<file path="config.mk">
export PLATFORM = sky130hd
export DESIGN_NAME = pc_sequencer_flat
export DESIGN_NICKNAME = d
export VERILOG_FILES = /design/src/rtl/pc_pkg.sv /design/src/rtl/pc_sequencer_if.sv /design/src/rtl/return_addr_stack.sv /design/src/rtl/pc_sequencer.sv /design/src/flat_wrapper.sv
export SDC_FILE = /design/constraint.sdc
export NUM_CORES = 1
export LEC_CHECK = 0
export BUFFER_PORTS_ARGS = -buffer_cell sky130_fd_sc_hd__buf_2
export CORE_ASPECT_RATIO = 0.5
export CORE_MARGIN = 4
export CORE_UTILIZATION = 45
export DETAILED_ROUTE_END_ITERATION = 10
export PLACE_DENSITY = 0.65
export SKIP_LAST_GASP = 1
export SYNTH_ARGS = -nofsm -noshare
export SYNTH_HDL_FRONTEND = slang
export SYNTH_SLANG_ARGS = --single-unit
</file>
<file path="constraint.sdc">
create_clock -name clock -period 4.2 [get_ports clock]
set_input_delay 0.84 -clock clock [delete_from_list [all_inputs] [get_ports clock]]
set_output_delay 0.84 -clock clock [all_outputs]
set_load 0.05 [all_outputs]
</file>
<file path="src/rtl/pc_pkg.sv">
//------------------------------------------------------------------------------
// Module   : pc_pkg
// Brief    : Shared op encoding, priority encoder and alignment helpers for
//            the program-counter sequencer.
// Revision : 1.0  initial release
//------------------------------------------------------------------------------
`default_nettype none

package pc_pkg;

   typedef enum logic [2:0] {
      OP_NONE = 3'd0,
      OP_UP   = 3'd1,
      OP_JUMP = 3'd2,
      OP_CALL = 3'd3,
      OP_RET  = 3'd4
   } op_e;

   // ret > call > jump > up
   function automatic op_e prio_encode(input logic up, input logic jump,
                                       input logic call, input logic ret);
      if (ret)       return OP_RET;
      else if (call) return OP_CALL;
      else if (jump) return OP_JUMP;
      else if (up)   return OP_UP;
      else           return OP_NONE;
   endfunction

   // Bits below the instruction step; cleared on jump/call targets.
   function automatic logic [63:0] low_mask(input int unsigned step);
      return 64'(step) - 64'd1;
   endfunction

endpackage

`default_nettype wire

</file>
<file path="src/rtl/pc_sequencer_if.sv">
//------------------------------------------------------------------------------
// Module   : pc_sequencer_if
// Brief    : Control/status bundle between the fetch controller and the
//            program-counter sequencer.
// Revision : 1.0  initial release
//------------------------------------------------------------------------------
`default_nettype none

interface pc_sequencer_if #(
   parameter int ADDR_WIDTH = 16,
   parameter int RAS_DEPTH  = 4
);
   localparam int c_cnt_w = $clog2(RAS_DEPTH) + 1;

   logic                  clear;
   logic                  hold;
   logic                  up;
   logic                  jump;
   logic                  call;
   logic                  ret;
   logic                  err_clr;
   logic [ADDR_WIDTH-1:0] target;
   logic [ADDR_WIDTH-1:0] address;
   logic [c_cnt_w-1:0]    ras_count;
   logic                  ras_empty;
   logic                  ras_full;
   logic                  ras_ovf;
   logic                  ras_unf;

   modport master (
      output clear, hold, up, jump, call, ret, err_clr, target,
      input  address, ras_count, ras_empty, ras_full, ras_ovf, ras_unf
   );

   modport slave (
      input  clear, hold, up, jump, call, ret, err_clr, target,
      output address, ras_count, ras_empty, ras_full, ras_ovf, ras_unf
   );

endinterface

`default_nettype wire

</file>
<file path="src/rtl/return_addr_stack.sv">
//------------------------------------------------------------------------------
// Module   : return_addr_stack
// Brief    : Circular return-address stack; overwrites the oldest entry when
//            full and saturates its occupancy count.
// Revision : 1.0  initial release
//------------------------------------------------------------------------------
`default_nettype none

module return_addr_stack #(
   parameter int WIDTH = 16,
   parameter int DEPTH = 4,
   localparam int c_ptr_w = $clog2(DEPTH),
   localparam int c_cnt_w = c_ptr_w + 1
) (
   input  logic               clock,
   input  logic               clear_n,
   input  logic               clear,
   input  logic               push,
   input  logic               pop,
   input  logic [WIDTH-1:0]   push_data,
   output logic [WIDTH-1:0]   top_data,
   output logic [c_cnt_w-1:0] count
);

   localparam logic [c_cnt_w-1:0] c_full = c_cnt_w'(DEPTH);

   logic [c_ptr_w-1:0] ptr_q, ptr_d;
   logic [c_cnt_w-1:0] count_q, count_d;
   logic               wr_en;
   logic [WIDTH-1:0]   mem_q [DEPTH];

   always_comb begin
      ptr_d   = ptr_q;
      count_d = count_q;
      wr_en   = 1'b0;
      if (clear) begin
         ptr_d   = '0;
         count_d = '0;
      end else if (push) begin
         // Pointer wraps naturally, so a push when full lands on the oldest slot.
         ptr_d = ptr_q + 1'b1;
         wr_en = 1'b1;
         if (count_q != c_full) begin
            count_d = count_q + 1'b1;
         end
      end else if (pop && (count_q != '0)) begin
         ptr_d   = ptr_q - 1'b1;
         count_d = count_q - 1'b1;
      end
   end

   always_ff @(posedge clock or negedge clear_n) begin
      if (!clear_n) begin
         ptr_q   <= '0;
         count_q <= '0;
      end else begin
         ptr_q   <= ptr_d;
         count_q <= count_d;
      end
   end

   always_ff @(posedge clock) begin
      if (wr_en) begin
         mem_q[ptr_d] <= push_data;
      end
   end

   assign top_data = mem_q[ptr_q];
   assign count    = count_q;

endmodule

`default_nettype wire

</file>
<file path="src/rtl/pc_sequencer.sv">
//------------------------------------------------------------------------------
// Module   : pc_sequencer
// Brief    : Registered instruction-fetch address with up/jump/call/ret,
//            stall, synchronous clear and sticky return-stack error flags.
// Revision : 1.0  initial release
//------------------------------------------------------------------------------
`default_nettype none

module pc_sequencer
   import pc_pkg::*;
#(
   parameter int                    ADDR_WIDTH = 16,
   parameter int                    STEP       = 4,
   parameter int                    RAS_DEPTH  = 4,
   parameter logic [ADDR_WIDTH-1:0] RESET_ADDR = '0
) (
   input  logic          clock,
   input  logic          clear_n,
   pc_sequencer_if.slave bus
);

   localparam int                    c_cnt_w      = $clog2(RAS_DEPTH) + 1;
   localparam logic [ADDR_WIDTH-1:0] c_step       = ADDR_WIDTH'(STEP);
   localparam logic [ADDR_WIDTH-1:0] c_align_mask = ~ADDR_WIDTH'(low_mask(STEP));
   localparam logic [c_cnt_w-1:0]    c_full       = c_cnt_w'(RAS_DEPTH);

   logic [ADDR_WIDTH-1:0] address_q, address_d;
   logic                  ovf_q, ovf_d;
   logic                  unf_q, unf_d;
   logic                  push, pop;
   logic [ADDR_WIDTH-1:0] next_seq;
   logic [ADDR_WIDTH-1:0] target_aligned;
   logic [ADDR_WIDTH-1:0] ras_top;
   logic [c_cnt_w-1:0]    ras_count;
   logic                  ras_empty;
   logic                  ras_full;
   op_e                   op;

   assign op             = prio_encode(bus.up, bus.jump, bus.call, bus.ret);
   assign next_seq       = address_q + c_step;
   assign target_aligned = bus.target & c_align_mask;
   assign ras_empty      = (ras_count == '0);
   assign ras_full       = (ras_count == c_full);

   always_comb begin
      address_d = address_q;
      ovf_d     = ovf_q;
      unf_d     = unf_q;
      push      = 1'b0;
      pop       = 1'b0;
      if (bus.clear) begin
         address_d = RESET_ADDR;
         ovf_d     = 1'b0;
         unf_d     = 1'b0;
      end else if (!bus.hold) begin
         // Clear first so a same-cycle error sets the flag again below.
         if (bus.err_clr) begin
            ovf_d = 1'b0;
            unf_d = 1'b0;
         end
         case (op)
            OP_UP:   address_d = next_seq;
            OP_JUMP: address_d = target_aligned;
            OP_CALL: begin
               push      = 1'b1;
               address_d = target_aligned;
               if (ras_full) begin
                  ovf_d = 1'b1;
               end
            end
            OP_RET: begin
               if (ras_empty) begin
                  address_d = next_seq;
                  unf_d     = 1'b1;
               end else begin
                  pop       = 1'b1;
                  address_d = ras_top;
               end
            end
            default: address_d = address_q;
         endcase
      end
   end

   always_ff @(posedge clock or negedge clear_n) begin
      if (!clear_n) begin
         address_q <= RESET_ADDR;
         ovf_q     <= 1'b0;
         unf_q     <= 1'b0;
      end else begin
         address_q <= address_d;
         ovf_q     <= ovf_d;
         unf_q     <= unf_d;
      end
   end

   return_addr_stack #(
      .WIDTH (ADDR_WIDTH),
      .DEPTH (RAS_DEPTH)
   ) u_ras (
      .clock     (clock),
      .clear_n   (clear_n),
      .clear     (bus.clear),
      .push      (push),
      .pop       (pop),
      .push_data (next_seq),
      .top_data  (ras_top),
      .count     (ras_count)
   );

   assign bus.address   = address_q;
   assign bus.ras_count = ras_count;
   assign bus.ras_empty = ras_empty;
   assign bus.ras_full  = ras_full;
   assign bus.ras_ovf   = ovf_q;
   assign bus.ras_unf   = unf_q;

endmodule

`default_nettype wire

</file>
<file path="src/flat_wrapper.sv">
// flat-port wrapper written by rule: the top's interface ports become plain ports
module pc_sequencer_flat import pc_pkg::*;
#(
   parameter int                    ADDR_WIDTH = 16,
   parameter int                    STEP       = 4,
   parameter int                    RAS_DEPTH  = 4,
   parameter logic [ADDR_WIDTH-1:0] RESET_ADDR = '0
)
  (clock, clear_n, bus_clear, bus_hold, bus_up, bus_jump, bus_call, bus_ret, bus_err_clr, bus_target, bus_address, bus_ras_count, bus_ras_empty, bus_ras_full, bus_ras_ovf, bus_ras_unf);
  pc_sequencer_if #(.ADDR_WIDTH(ADDR_WIDTH), .RAS_DEPTH(RAS_DEPTH)) bus_i ();
  input  logic clock;
  input  logic clear_n;
  input wire logic [$bits(bus_i.clear)-1:0] bus_clear;
  input wire logic [$bits(bus_i.hold)-1:0] bus_hold;
  input wire logic [$bits(bus_i.up)-1:0] bus_up;
  input wire logic [$bits(bus_i.jump)-1:0] bus_jump;
  input wire logic [$bits(bus_i.call)-1:0] bus_call;
  input wire logic [$bits(bus_i.ret)-1:0] bus_ret;
  input wire logic [$bits(bus_i.err_clr)-1:0] bus_err_clr;
  input wire logic [$bits(bus_i.target)-1:0] bus_target;
  output wire logic [$bits(bus_i.address)-1:0] bus_address;
  output wire logic [$bits(bus_i.ras_count)-1:0] bus_ras_count;
  output wire logic [$bits(bus_i.ras_empty)-1:0] bus_ras_empty;
  output wire logic [$bits(bus_i.ras_full)-1:0] bus_ras_full;
  output wire logic [$bits(bus_i.ras_ovf)-1:0] bus_ras_ovf;
  output wire logic [$bits(bus_i.ras_unf)-1:0] bus_ras_unf;
  assign bus_i.clear = bus_clear;
  assign bus_i.hold = bus_hold;
  assign bus_i.up = bus_up;
  assign bus_i.jump = bus_jump;
  assign bus_i.call = bus_call;
  assign bus_i.ret = bus_ret;
  assign bus_i.err_clr = bus_err_clr;
  assign bus_i.target = bus_target;
  assign bus_address = bus_i.address;
  assign bus_ras_count = bus_i.ras_count;
  assign bus_ras_empty = bus_i.ras_empty;
  assign bus_ras_full = bus_i.ras_full;
  assign bus_ras_ovf = bus_i.ras_ovf;
  assign bus_ras_unf = bus_i.ras_unf;
  pc_sequencer #(.ADDR_WIDTH(ADDR_WIDTH), .STEP(STEP), .RAS_DEPTH(RAS_DEPTH), .RESET_ADDR(RESET_ADDR)) u_core (.clock(clock), .clear_n(clear_n), .bus(bus_i));
endmodule
</file>
### Yosys cells after proc, flatten, opt, wreduce, memory -nomap -nowiden

Memory sizes are Yosys's and may differ from the RTL's.
Cells that the tools add are included.

* flip-flop bits (word level): 23
* bits in writable memories: 64
* input port bits: 25
* output and inout bits: 23
* logic and storage cells: 63
* memories kept: 1

* add/sub/neg operators: 5
* eq/ne operators: 8
* muxes and demuxes: 36
* reductions and logical operators: 8

Memories
* u_core.u_ras.mem_q: words 4, bits a word 16, read ports 1, clocked after memory_dff 0, wr ports 1, line return_addr_stack.sv:30 `logic [WIDTH-1:0] mem_q [DEPTH];`

Operator list (count)
* $mux W16: 3
* $pmux W16 S3: 1
* $mux W1: 22
* $mux W3: 7
* $add A16 B3 Y16 const B: 1
* $eq A3 B2 Y1 const B: 2
* $eq A3 B3 Y1 const B: 2
* $mux W2: 3
* $ne A3 B3 Y1 const B: 2
* $reduce_bool A3 Y1: 2
* $reduce_and A2 Y1: 2
* $reduce_bool A4 Y1: 1
* $add A3 B1 Y3 const B: 1
* $eq A3 B1 Y1 const B: 1
* $logic_not A3 Y1: 1
* $sub A3 B1 Y3 const B: 1
* $add A2 B1 Y2 const B: 1
* $ne A2 B2 Y1 const B: 1
* $reduce_or A2 Y1: 1
* $sub A2 B1 Y2 const B: 1
* $logic_and A1 B1 Y1: 1

### Longest topological paths before layout

Gate-level depths: netlist of the first run.

* depth after elaboration: 12
* depth in mapped cells: 8
* mapped depth without buffers: 7

### Cells and area by module

A second synthesis of the first run with hierarchy kept.

* cells, all modules: 284
* area total of the unflattened synthesis: 4115.2 µm²

Modules (own cells, without submodules)
* return_addr_stack: instances 1, cells an instance 126, area each 2703.8 µm², seq. area each 2047.0 µm²
* pc_sequencer: instances 1, cells an instance 158, area each 1411.4 µm², seq. area each 450.4 µm²

### Worst setup path after synthesis of the first run

Ideal clock, no wire load.

* path kind: input to register
* from: input bus_hold
* to: memory u_core.u_ras.mem_q[2][0], enable pin
* setup time: 0.413 ns
* arrival: 2.595 ns
* required time: 3.787 ns
* slack: 1.192 ns
* cell stages on the path: 4
* path buffers: 1
* cells stage by stage: clkbuf_1 nor2_1 nand2_1 nor3b_1

* cells in the longest elaborated chain, start to end: 6
* elaborated cells on any way between the ends: 12
* classes of those cells: mux: 11; reduce/logical: 1

RTL lines
* from (decl): line flat_wrapper.sv:14 `input wire logic [$bits(bus_i.hold)-1:0] bus_hold;`
* $mux W1: line pc_sequencer.sv:55 `end else if (!bus.hold) begin`
* $mux W1: line pc_sequencer.sv:51 `if (bus.clear) begin`
* $mux W1 or $logic_and A1 B1 Y1 (tied branches): line return_addr_stack.sv:39, return_addr_stack.sv:46
* $mux W1 or $mux W2 (tied branches): line return_addr_stack.sv:36, return_addr_stack.sv:46
* $mux W1 or $mux W2 (tied branches): line return_addr_stack.sv:63, return_addr_stack.sv:39
* $mux W1 (implied by the code) or $mux W2 (tied branches): line return_addr_stack.sv:64, return_addr_stack.sv:36
* to (decl): line return_addr_stack.sv:30

Several ways; a longest one is shown, not always the timed one.

### Final worst setup path of the first run

* from: register u_core.u_ras.count_q[1], in the netlist u_core.u_ras.count[1]
* to: output bus_ras_empty

* cells in the longest elaborated chain, start to end: 1

RTL lines
* from (decl): line return_addr_stack.sv:28 `logic [c_cnt_w-1:0] count_q, count_d;`
* from (signal assigned): line return_addr_stack.sv:58 `count_q <= count_d;`
* $logic_not A3 Y1: line pc_sequencer.sv:42 `assign ras_empty = (ras_count == '0);`
* to (decl): line flat_wrapper.sv:23 `output wire logic [$bits(bus_i.ras_empty)-1:0] bus_ras_empty;`

No other way between the ends.

==> results of run 1 <==
-- layout make-up --
cell class,instances,area share (%)
clock buffers,10,4.884
clock inverters,5,1.575
inverters,7,0.5604
multi-input cells,191,30.98
flip-flops and latches,87,53.27
well taps,117,3.122
repair buffers,50,5.604
-- layer usage --
| layer | vias to the layer above | wire (um) | global-route usage [%] |
|---|---|---|---|
| met1 | 1420 | 4072 | 25.00 |
| met5 | - | 0 | 0 |
| li1 | 1250 | - | - |
| met3 | 17 | 945 | 5.901 |
| met4 | 0 | 191 | 6.702 |
| met2 | 141 | 4502 | 30.91 |
-- logic make-up after synthesis --
family / share of synthesized area (%)
DFF: 61.70
adders and majority gates: 0.8037
AOI/OAI and AO/OA: 10.91
muxes: 9.150
xor gates and xnor gates: 3.029
buffers and inverters: 2.658
and+or+nand+nor: 11.75
-- synthesized netlist by cell type, types with 2 or more instances --
cell,n
a211oi_1,2
a21o_1,4
a21oi_1,22
a22oi_1,2
a311oi_1,2
a31oi_1,3
and2_4,2
buf_2,4
buf_4,4
clkbuf_1,6
dfrtp_1,23
edfxtp_1,64
inv_1,7
mux4_2,16
nand2_1,20
nand2b_1,3
nand3_1,6
nand4_1,3
nor2_1,23
nor2b_1,6
nor3_1,4
nor3b_1,5
nor4_1,3
o21ai_0,13
o221ai_1,2
o22ai_1,4
o311a_1,2
or3_1,6
xnor2_1,9
xor2_1,5
-- stage by stage --
stage	util, %	hold WS, ps	cell area [um^2]	power, uW	instances
6_report	53.65	490.4	4688	2227	467
5_1_grt	53.65	527.2	4688	2304	467
4_1_cts	53.65	500.1	4688	2239	467
3_5_place_dp	50.19	520.7	4385	1422	452
3_3_place_gp	50.19	518.9	4385	1409	452
2_1_floorplan	-	491.4	4048	1314	301
-- worst max path at each step --
stage	to	cells past startpoint	slack [ps]	start
floorplan	u_core.u_ras.mem_q[2][0]$_DFFE_PP_	4	1190	bus_hold
detailed placement	u_core.u_ras.mem_q[0][13]$_DFFE_PP_	5	1250	bus_clear
global route	u_core.u_ras.mem_q[0][15]$_DFFE_PP_	5	1380	bus_clear
global placement	u_core.u_ras.mem_q[0][13]$_DFFE_PP_	5	1260	bus_clear
finish	bus_ras_empty	3	1550	u_core.u_ras.count[1]$_DFFE_PN0P_
CTS	bus_ras_empty	3	1550	u_core.u_ras.count[0]$_DFFE_PN0P_
-- power by group --
| group | switching [uW] | internal, uW |
|---|---|---|
| registers | 52.7 | 984 |
| logic | 254 | 117 |
| clock network | 305 | 513 |
| total | 612 | 1610 |
-- critical path: stages (launching register included) --
cell and delay [ps]:
dfrtp_1 470, or3_1 520, inv_1 190, buf_2 290
-- registers in the layout, indices dropped and copies added (netlist names) --
name                flops
u_core.bus.ras_ovf      1
u_core.u_ras.count      3
u_core.bus.ras_unf      1
u_core.u_ras.ptr_q      2
u_core.bus.address     16
u_core.u_ras.mem_q     64
==> flow_metrics.env, run 1 <==
export IMPL_synthDistinctLibCells=56
export IMPL_regArea_um2=2497
export IMPL_cts_tree="yes"
export IMPL_multi_input_area_um2=1453
export IMPL_postSynth_asyncResetShare_pct=26.44
export IMPL_clk_root_buffer_cell="clkbuf_16"
export IMPL_grt_pass1_vias=2818
export IMPL_coreArea_um2=8738
export IMPL_cts_num_sinks=87
export IMPL_power_leakage_uw=0.001758
export IMPL_rsz0062_at_grt="no"
export IMPL_routed_via_density=6.056
export IMPL_ant_nets=0
export IMPL_drv_slew=0
export IMPL_dp_hpwl_um=6558
export IMPL_ctsHoldBuffers=0
export IMPL_vias=2828
export IMPL_synth_ff_type="edfxtp_1"
export IMPL_relSlewSlack_pct=21.10
export IMPL_clk_path_buf_depth=2
export IMPL_status="finished clean"
export IMPL_cts_resized=0
export IMPL_clock_latency_ps=330
export IMPL_grt_first_pass_wirelength_um=15210
export IMPL_antenna_found_initial=0
export IMPL_fin_ws_ps=1545
export IMPL_synth_top_area_share_pct=47.48
export IMPL_cp_max_fo=8
export IMPL_final_common_cell="edfxtp_1"
export IMPL_tns_ps=0
export IMPL_p_per_area_nw_per_um2=475.0
export IMPL_hold_class="in2async"
export IMPL_yosys_warnings=0
export IMPL_dr_pass1_iters=5
export IMPL_dieArea_um2=10670
export IMPL_grt_max_degree=26
export IMPL_worst_r2r_path_depth=5
export IMPL_post_cts_setup_buffers=0
export IMPL_dp_slack_ps=1248
export IMPL_synth_seq_area_share_pct=61.70
export IMPL_max_freq_ghz=0.3767
export IMPL_syn_inst=301
export IMPL_syn_nets=328
export IMPL_syn_mean_instance_area_um2=13.45
export IMPL_rows=24
export IMPL_period_share_pct=63.21
export IMPL_critical_path_required_ps=3360
export IMPL_vdd_drop_max_mv=0.2461
export IMPL_drc_errors=0
export IMPL_ios=48
export IMPL_gp_congestion=0.8338
export IMPL_criticalPathCategory="reg2out"
export IMPL_areaGrowthSynthToFinish_pct=15.83
export IMPL_die_y_um=75.06
export IMPL_critPathLaunchType="register"
export IMPL_nNetsFinal=373
export IMPL_grt_usage_pct=19.12
export IMPL_worstPathArrival_ps=1810
export IMPL_r2r_slack_ps=1920
export IMPL_worst_pin_slew_ps=1174
export IMPL_insertedDiodeCount=0
export IMPL_clk_pin_slew_worst_paths_ps=60
export IMPL_synth_top_area_cell="edfxtp_1"
export IMPL_setup_violations=0
export IMPL_nFillCells=724
export IMPL_wl_per_cell_um=20.79
export IMPL_port_buffers=45
export IMPL_finalHoldViolations=0
export IMPL_drive_gt1_share_pct=25.43
export IMPL_maxCapViolCount=0
export IMPL_synth_edff_count=64
export IMPL_fin_skew_ps=3.745
export IMPL_netlist_area_um2=4048
export IMPL_drtIter0Drc=257
export IMPL_globalRouteOverflowTotal=0
export IMPL_crit_path_end_kind="output port"
export IMPL_reg2reg_from="u_core.u_ras.count[1]$_DFFE_PN0P_"
export IMPL_r2r_end="u_core.u_ras.count[0]$_DFFE_PN0P_"
export IMPL_layout_common_cells="edfxtp_1 (64), buf_2 (45), nor2_1 (23), dfrtp_1 (23), a21oi_1 (22)"
export IMPL_ctsHtreeMaxLevel=3
export IMPL_die_x_um=142.1
export IMPL_start_util_pct=46.32
export IMPL_period_needed_ps=2655
export IMPL_synth_area_leaders="edfxtp_1 (47%), dfrtp_1 (14%), mux4_2 (8.9%), a21oi_1 (2.7%), nor2_1 (2.1%)"
export IMPL_ys_ff_latch=87
export IMPL_numCtsBuffers=9
export IMPL_drt_total_wl_um=9711
Power figures use the tool's default switching activity.
==> inputs of run 2 (changes only) <==
clock period = 2.5 ns   (was 4.2 ns; I/O delays follow)
==> flow_metrics.env, run 2 (synthesized netlist as in run 1, its figures left out) <==
export IMPL_ctsHtreeMaxLevel=3
export IMPL_p_per_area_nw_per_um2=773.4
export IMPL_clock_latency_ps=340
export IMPL_use_met3_pct=4.632
export IMPL_antenna_found_initial=0
export IMPL_cpMaxStageDelayCell="or3_1"
export IMPL_clk_path_buf_depth=2
export IMPL_setup_violations=0
export IMPL_areaGrowthSynthToFinish_pct=18.86
export IMPL_slowest_delay_ps=520
export IMPL_numCtsBuffers=9
export IMPL_largest_reg_flops=64
export IMPL_hold_class="in2async"
export IMPL_grt_max_degree=24
export IMPL_maxCapViolCount=0
export IMPL_dieArea_um2=10670
export IMPL_ctsHoldBuffers=0
export IMPL_vdd_drop_max_mv=0.4474
export IMPL_top_register="u_core.u_ras.mem_q"
export IMPL_timing_hold_ws_ps=162.9
export IMPL_nNetsFinal=386
export IMPL_layout_common_cells="edfxtp_1 (64), buf_2 (45), nor2_1 (23), dfrtp_1 (23), a21oi_1 (22)"
export IMPL_use_met1_pct=28.01
export IMPL_insertedDiodeCount=0
export IMPL_drc_errors=0
export IMPL_fin_skew_ps=4.926
export IMPL_criticalPathCategory="reg2out"
export IMPL_ios=48
export IMPL_period_needed_ps=2264
export IMPL_drtIter0Drc=240
export IMPL_port_buffers=45
export IMPL_critical_path_required_ps=2000
export IMPL_max_freq_ghz=0.4417
export IMPL_dp_hpwl_um=6690
export IMPL_die_x_um=142.1
export IMPL_busiest_layer="met2"
export IMPL_worst_pin_slew_ps=978.2
export IMPL_grt_first_pass_wirelength_um=15140
export IMPL_final_common_cell="edfxtp_1"
export IMPL_post_cts_setup_buffers=0
export IMPL_rows=24
export IMPL_met2_usage_pct=29.24
export IMPL_die_y_um=75.06
export IMPL_globalRouteOverflowTotal=0
export IMPL_coreArea_um2=8738
export IMPL_grt_usage_pct=19.07
export IMPL_finalHoldViolations=0
export IMPL_ant_nets=0
export IMPL_cts_num_sinks=87
export IMPL_drt_total_wl_um=9773
export IMPL_start_util_pct=46.32
export IMPL_drv_slew=0
export IMPL_worstPathArrival_ps=1760
export IMPL_cts_tree="yes"
export IMPL_wl_per_cell_um=20.32
export IMPL_drive_gt1_share_pct=28.85
export IMPL_worstPathCellList="or3_1, inv_1, buf_2"
export IMPL_cp_max_fo=7
export IMPL_power_leakage_uw=0.001825
export IMPL_worst_r2r_path_depth=5
export IMPL_vias=2757
export IMPL_grt_pass1_vias=2641
export IMPL_rsz0062_at_grt="no"
export IMPL_dr_pass1_iters=4
export IMPL_gp_congestion=0.8329
export IMPL_routed_via_density=5.732
export IMPL_clk_pin_slew_worst_paths_ps=60
export IMPL_relSlewSlack_pct=34.79
export IMPL_crit_path_end_kind="output port"
export IMPL_finish_utilization_pct=55.05
export IMPL_status="finished clean"
export IMPL_cts_resized=0
export IMPL_period_share_pct=90.56
export IMPL_critPathLaunchType="register"
export IMPL_tns_ps=0
export IMPL_clk_root_buffer_cell="clkbuf_16"
==> run 2: cell count changes in the layout (fill, tap and decap cells not counted) <==
cell        delta
buf_12         +2
buf_4         +11
bufinv_16      -1
clkinv_1       -1
clkinv_2       -1
clkinv_4       +1
clkinvlp_4     +1
inv_6          +2
nor3b_1        -1
nor3b_2        +1
==> run 2: critical path, delay by kind of cell, from the launching register on <==
| kind | cells | cell delay [ps] |
|---|---|---|
| buffers and inverters | 2 | 440 |
| flip-flops | 1 | 460 |
| AND/OR/NAND/NOR | 1 | 520 |
==> run 2: through the flow <==
stage / total power (uW) / instance area (um^2) / cells / setup slack (ps)
after floorplan: 2208 / 4063 / 301 / 235.8
final: 3721 / 4811 / 481 / 236.0
after global placement: 2398 / 4513 / 465 / 357.5
after global routing: 3871 / 4811 / 481 / 163.6
after detailed placement: 2413 / 4513 / 465 / 346.9
after CTS: 3745 / 4811 / 481 / 216.5
==> run 2: where the power goes <==
part	internal, uW	switching [uW]	total (uW)	leakage (uW)
Clock	781	554	1340	0.000143
Combinational	218	429	647	0.000788
Sequential	1650	85.8	1740	0.000894
==> run 2: area by class of cell <==
class	count	area (um^2)
flip-flops and latches	87	2497
inverters	7	26.28
well taps	117	146.4
repair buffers	63	385.4
fillers	725	3928
clock inverters	6	68.82
clock buffers	10	229.0
multi-input cells	191	1458
==> run 2: layer usage <==
layer | vias up | share of wire [%]
met2 | 95 | 46
met1 | 1390 | 46
met5 | - | 0
li1 | 1270 | -
met4 | 0 | 0.26
met3 | 2 | 8.3
==> run 2: path summary, 6_finish.rpt <==
check | start | slack [ps] | endpoint
setup / recovery | u_core.u_ras.count[0]$_DFFE_PN0P_ | 240 | bus_ras_empty
hold / removal | clear_n | 160 | u_core.bus.ras_unf$_DFFE_PN0P_
setup reg to reg | u_core.u_ras.ptr_q[1]$_DFF_PN0_ | 530 | u_core.bus.address[7]$_DFFE_PN0P_
hold reg to reg | u_core.bus.ras_unf$_DFFE_PN0P_ | 520 | u_core.bus.ras_unf$_DFFE_PN0P_
max in group asynchronous | clear_n | 1960 | u_core.bus.address[15]$_DFFE_PN0P_
min in group clock | bus_err_clr | 470 | u_core.bus.ras_unf$_DFFE_PN0P_
==> inputs of run 3 (changes only) <==
ABC_AREA = 1   (was unset)
==> flow_metrics.env, run 3 <==
export IMPL_nNetsFinal=585
export IMPL_power_total_uw=3821
export IMPL_antenna_found_initial=0
export IMPL_crit_path_end_kind="output port"
export IMPL_insertedDiodeCount=0
export IMPL_tns_ps=0
export IMPL_critical_path_required_ps=2000
export IMPL_criticalPathCategory="reg2out"
export IMPL_use_met3_pct=4.556
export IMPL_layout_common_cells="nand2_1 (197), edfxtp_1 (64), inv_1 (59)"
export IMPL_maxCapViolCount=0
export IMPL_routed_via_density=4.918
export IMPL_yosysMostFrequentCell="nand2_1"
export IMPL_coreArea_um2=9509
export IMPL_synth_top_area_share_pct=43.43
export IMPL_cts_num_sinks=87
export IMPL_p_per_area_nw_per_um2=751.0
export IMPL_postSynth_asyncResetShare_pct=26.44
export IMPL_netlist_area_um2=4425
export IMPL_cts_tree="yes"
export IMPL_drt_total_wl_um=10490
export IMPL_vdd_drop_max_mv=0.3534
export IMPL_worstPathArrival_ps=1490
export IMPL_syn_mean_instance_area_um2=8.677
export IMPL_worst_pin_slew_ps=578.0
export IMPL_rsz0062_at_grt="no"
export IMPL_clk_path_buf_depth=2
export IMPL_gp_congestion=0.8161
export IMPL_post_cts_setup_buffers=0
export IMPL_rows=25
export IMPL_grt_pass1_vias=3233
export IMPL_syn_inst=510
export IMPL_met2_usage_pct=27.69
export IMPL_synthDistinctLibCells=36
export IMPL_start_util_pct=46.54
export IMPL_hold_class="in2async"
export IMPL_fin_skew_ps=4.125
export IMPL_critPathLaunchType="register"
export IMPL_largest_reg_flops=64
export IMPL_drive_gt1_share_pct=15.81
export IMPL_drv_slew=0
export IMPL_globalRouteOverflowTotal=0
export IMPL_numCtsBuffers=9
export IMPL_areaGrowthSynthToFinish_pct=14.96
export IMPL_period_share_pct=79.74
export IMPL_drtIter0Drc=303
export IMPL_dp_hpwl_um=7215
export IMPL_ctsHoldBuffers=0
export IMPL_use_met1_pct=28.92
export IMPL_synth_seq_area_share_pct=56.43
export IMPL_vias=3433
export IMPL_finish_utilization_pct=53.50
export IMPL_ys_ff_latch=87
export IMPL_grt_max_degree=38
export IMPL_final_common_cell="nand2_1"
export IMPL_grt_first_pass_wirelength_um=16870
export IMPL_relSlewSlack_pct=61.47
export IMPL_synth_top_area_cell="edfxtp_1"
export IMPL_pwr_share_clk_pct=32.9
export IMPL_grt_usage_pct=19.26
export IMPL_status="finished clean"
export IMPL_ant_nets=0
export IMPL_dieArea_um2=11580
export IMPL_clk_root_buffer_cell="clkbuf_16"
export IMPL_internal_power_uw=2540
export IMPL_cp_max_fo=7
export IMPL_combPwrFrac_pct=22.5
export IMPL_wl_per_cell_um=15.03
export IMPL_switching_share_pct=33.53
export IMPL_yosys_warnings=0
export IMPL_dr_pass1_iters=5
export IMPL_synth_ff_type="edfxtp_1"
export IMPL_drc_errors=0
export IMPL_die_y_um=78.13
export IMPL_syn_nets=537
export IMPL_cts_resized=0
export IMPL_power_leakage_uw=0.002412
export IMPL_clock_latency_ps=340
export IMPL_period_needed_ps=1993
export IMPL_top_register="u_core.u_ras.mem_q"
export IMPL_setup_violations=0
export IMPL_synth_area_leaders="edfxtp_1 (43%), nand2_1 (17%), dfrtp_1 (13%), nand3_1 (5.8%), inv_1 (5.0%)"
export IMPL_ctsHtreeMaxLevel=3
export IMPL_busiest_layer="met1"
export IMPL_yosys_top_cells_count="nand2_1 (197), edfxtp_1 (64), inv_1 (59)"
export IMPL_clk_pin_slew_worst_paths_ps=60
export IMPL_max_freq_ghz=0.5017
export IMPL_die_x_um=148.2
export IMPL_ios=48
export IMPL_synth_edff_count=64
export IMPL_pwr_share_seq_pct=44.7
export IMPL_switchingPower_uw=1281
export IMPL_port_buffers=45
export IMPL_finalHoldViolations=0
## run 3: critical path, cell delays in order, from the launching register on
cell and delay, ps:
dfrtp_1 390, nor2_1 170, nand2_2 130, inv_2 170, buf_2 300
## run 3: logic make-up (layout without fill, tap and decap cells)
group	Yosys count	in the layout	synth area share, %
fa+ha+maj	2	2	0.7351
flops	87	87	56.43
simple gates	293	293	28.47
xor+xnor	7	7	1.385
buf+inv	84	137	8.312
compound gates	37	37	4.665
## run 3: final cells by class
type	count	area, um^2
fill	880	4422
sequential	87	2497
tap	135	168.9
multi-input combinational	339	1560
clock buffer	9	225.2
inverter	65	246.5
timing repair buffer	56	332.8
clock inverter	7	56.30
## run 3: routing by layer
layer	vias up	routed length [um]
met3	14	621
met1	1577	5358
met5	-	0
li1	1740	-
met2	102	4350
met4	0	161
## run 3: worst paths after layout
kind	start	endpoint	slack, ps	depth (start not counted)
max	u_core.u_ras.count[0]$_DFFE_PN0P_	bus_ras_empty	510	4
max in group asynchronous	clear_n	u_core.bus.address[15]$_DFFE_PN0P_	1960	1
max reg2reg	u_core.u_ras.ptr_q[0]$_DFF_PN0_	u_core.bus.address[11]$_DFFE_PN0P_	770	11
min	clear_n	u_core.u_ras.count[0]$_DFFE_PN0P_	150	1
min in group clock	bus_hold	u_core.bus.ras_unf$_DFFE_PN0P_	360	2
min reg2reg	u_core.bus.ras_unf$_DFFE_PN0P_	u_core.bus.ras_unf$_DFFE_PN0P_	530	2
## run 3: stage by stage
| step | std cells | hold slack [ps] | cell area (um^2) | setup slack [ps] |
|---|---|---|---|---|
| 3_5_place_dp | 682 | 510.0 | 4806 | 526.6 |
| 4_1_cts | 698 | 155.2 | 5087 | 492.2 |
| 6_report | 698 | 152.0 | 5087 | 506.6 |
| 2_1_floorplan | 510 | 204.4 | 4425 | 663.1 |
| 5_1_grt | 698 | 181.0 | 5087 | 412.5 |
| 3_3_place_gp | 682 | 502.5 | 4806 | 528.8 |
## run 3: power by group through the flow
stage	registers, uW	logic (uW)	clock network [uW]
floorplan	1860	481	0
global placement	1730	843	0
global route	1720	942	1340
finish	1710	859	1260
CTS	1700	857	1270
detailed placement	1730	854	0
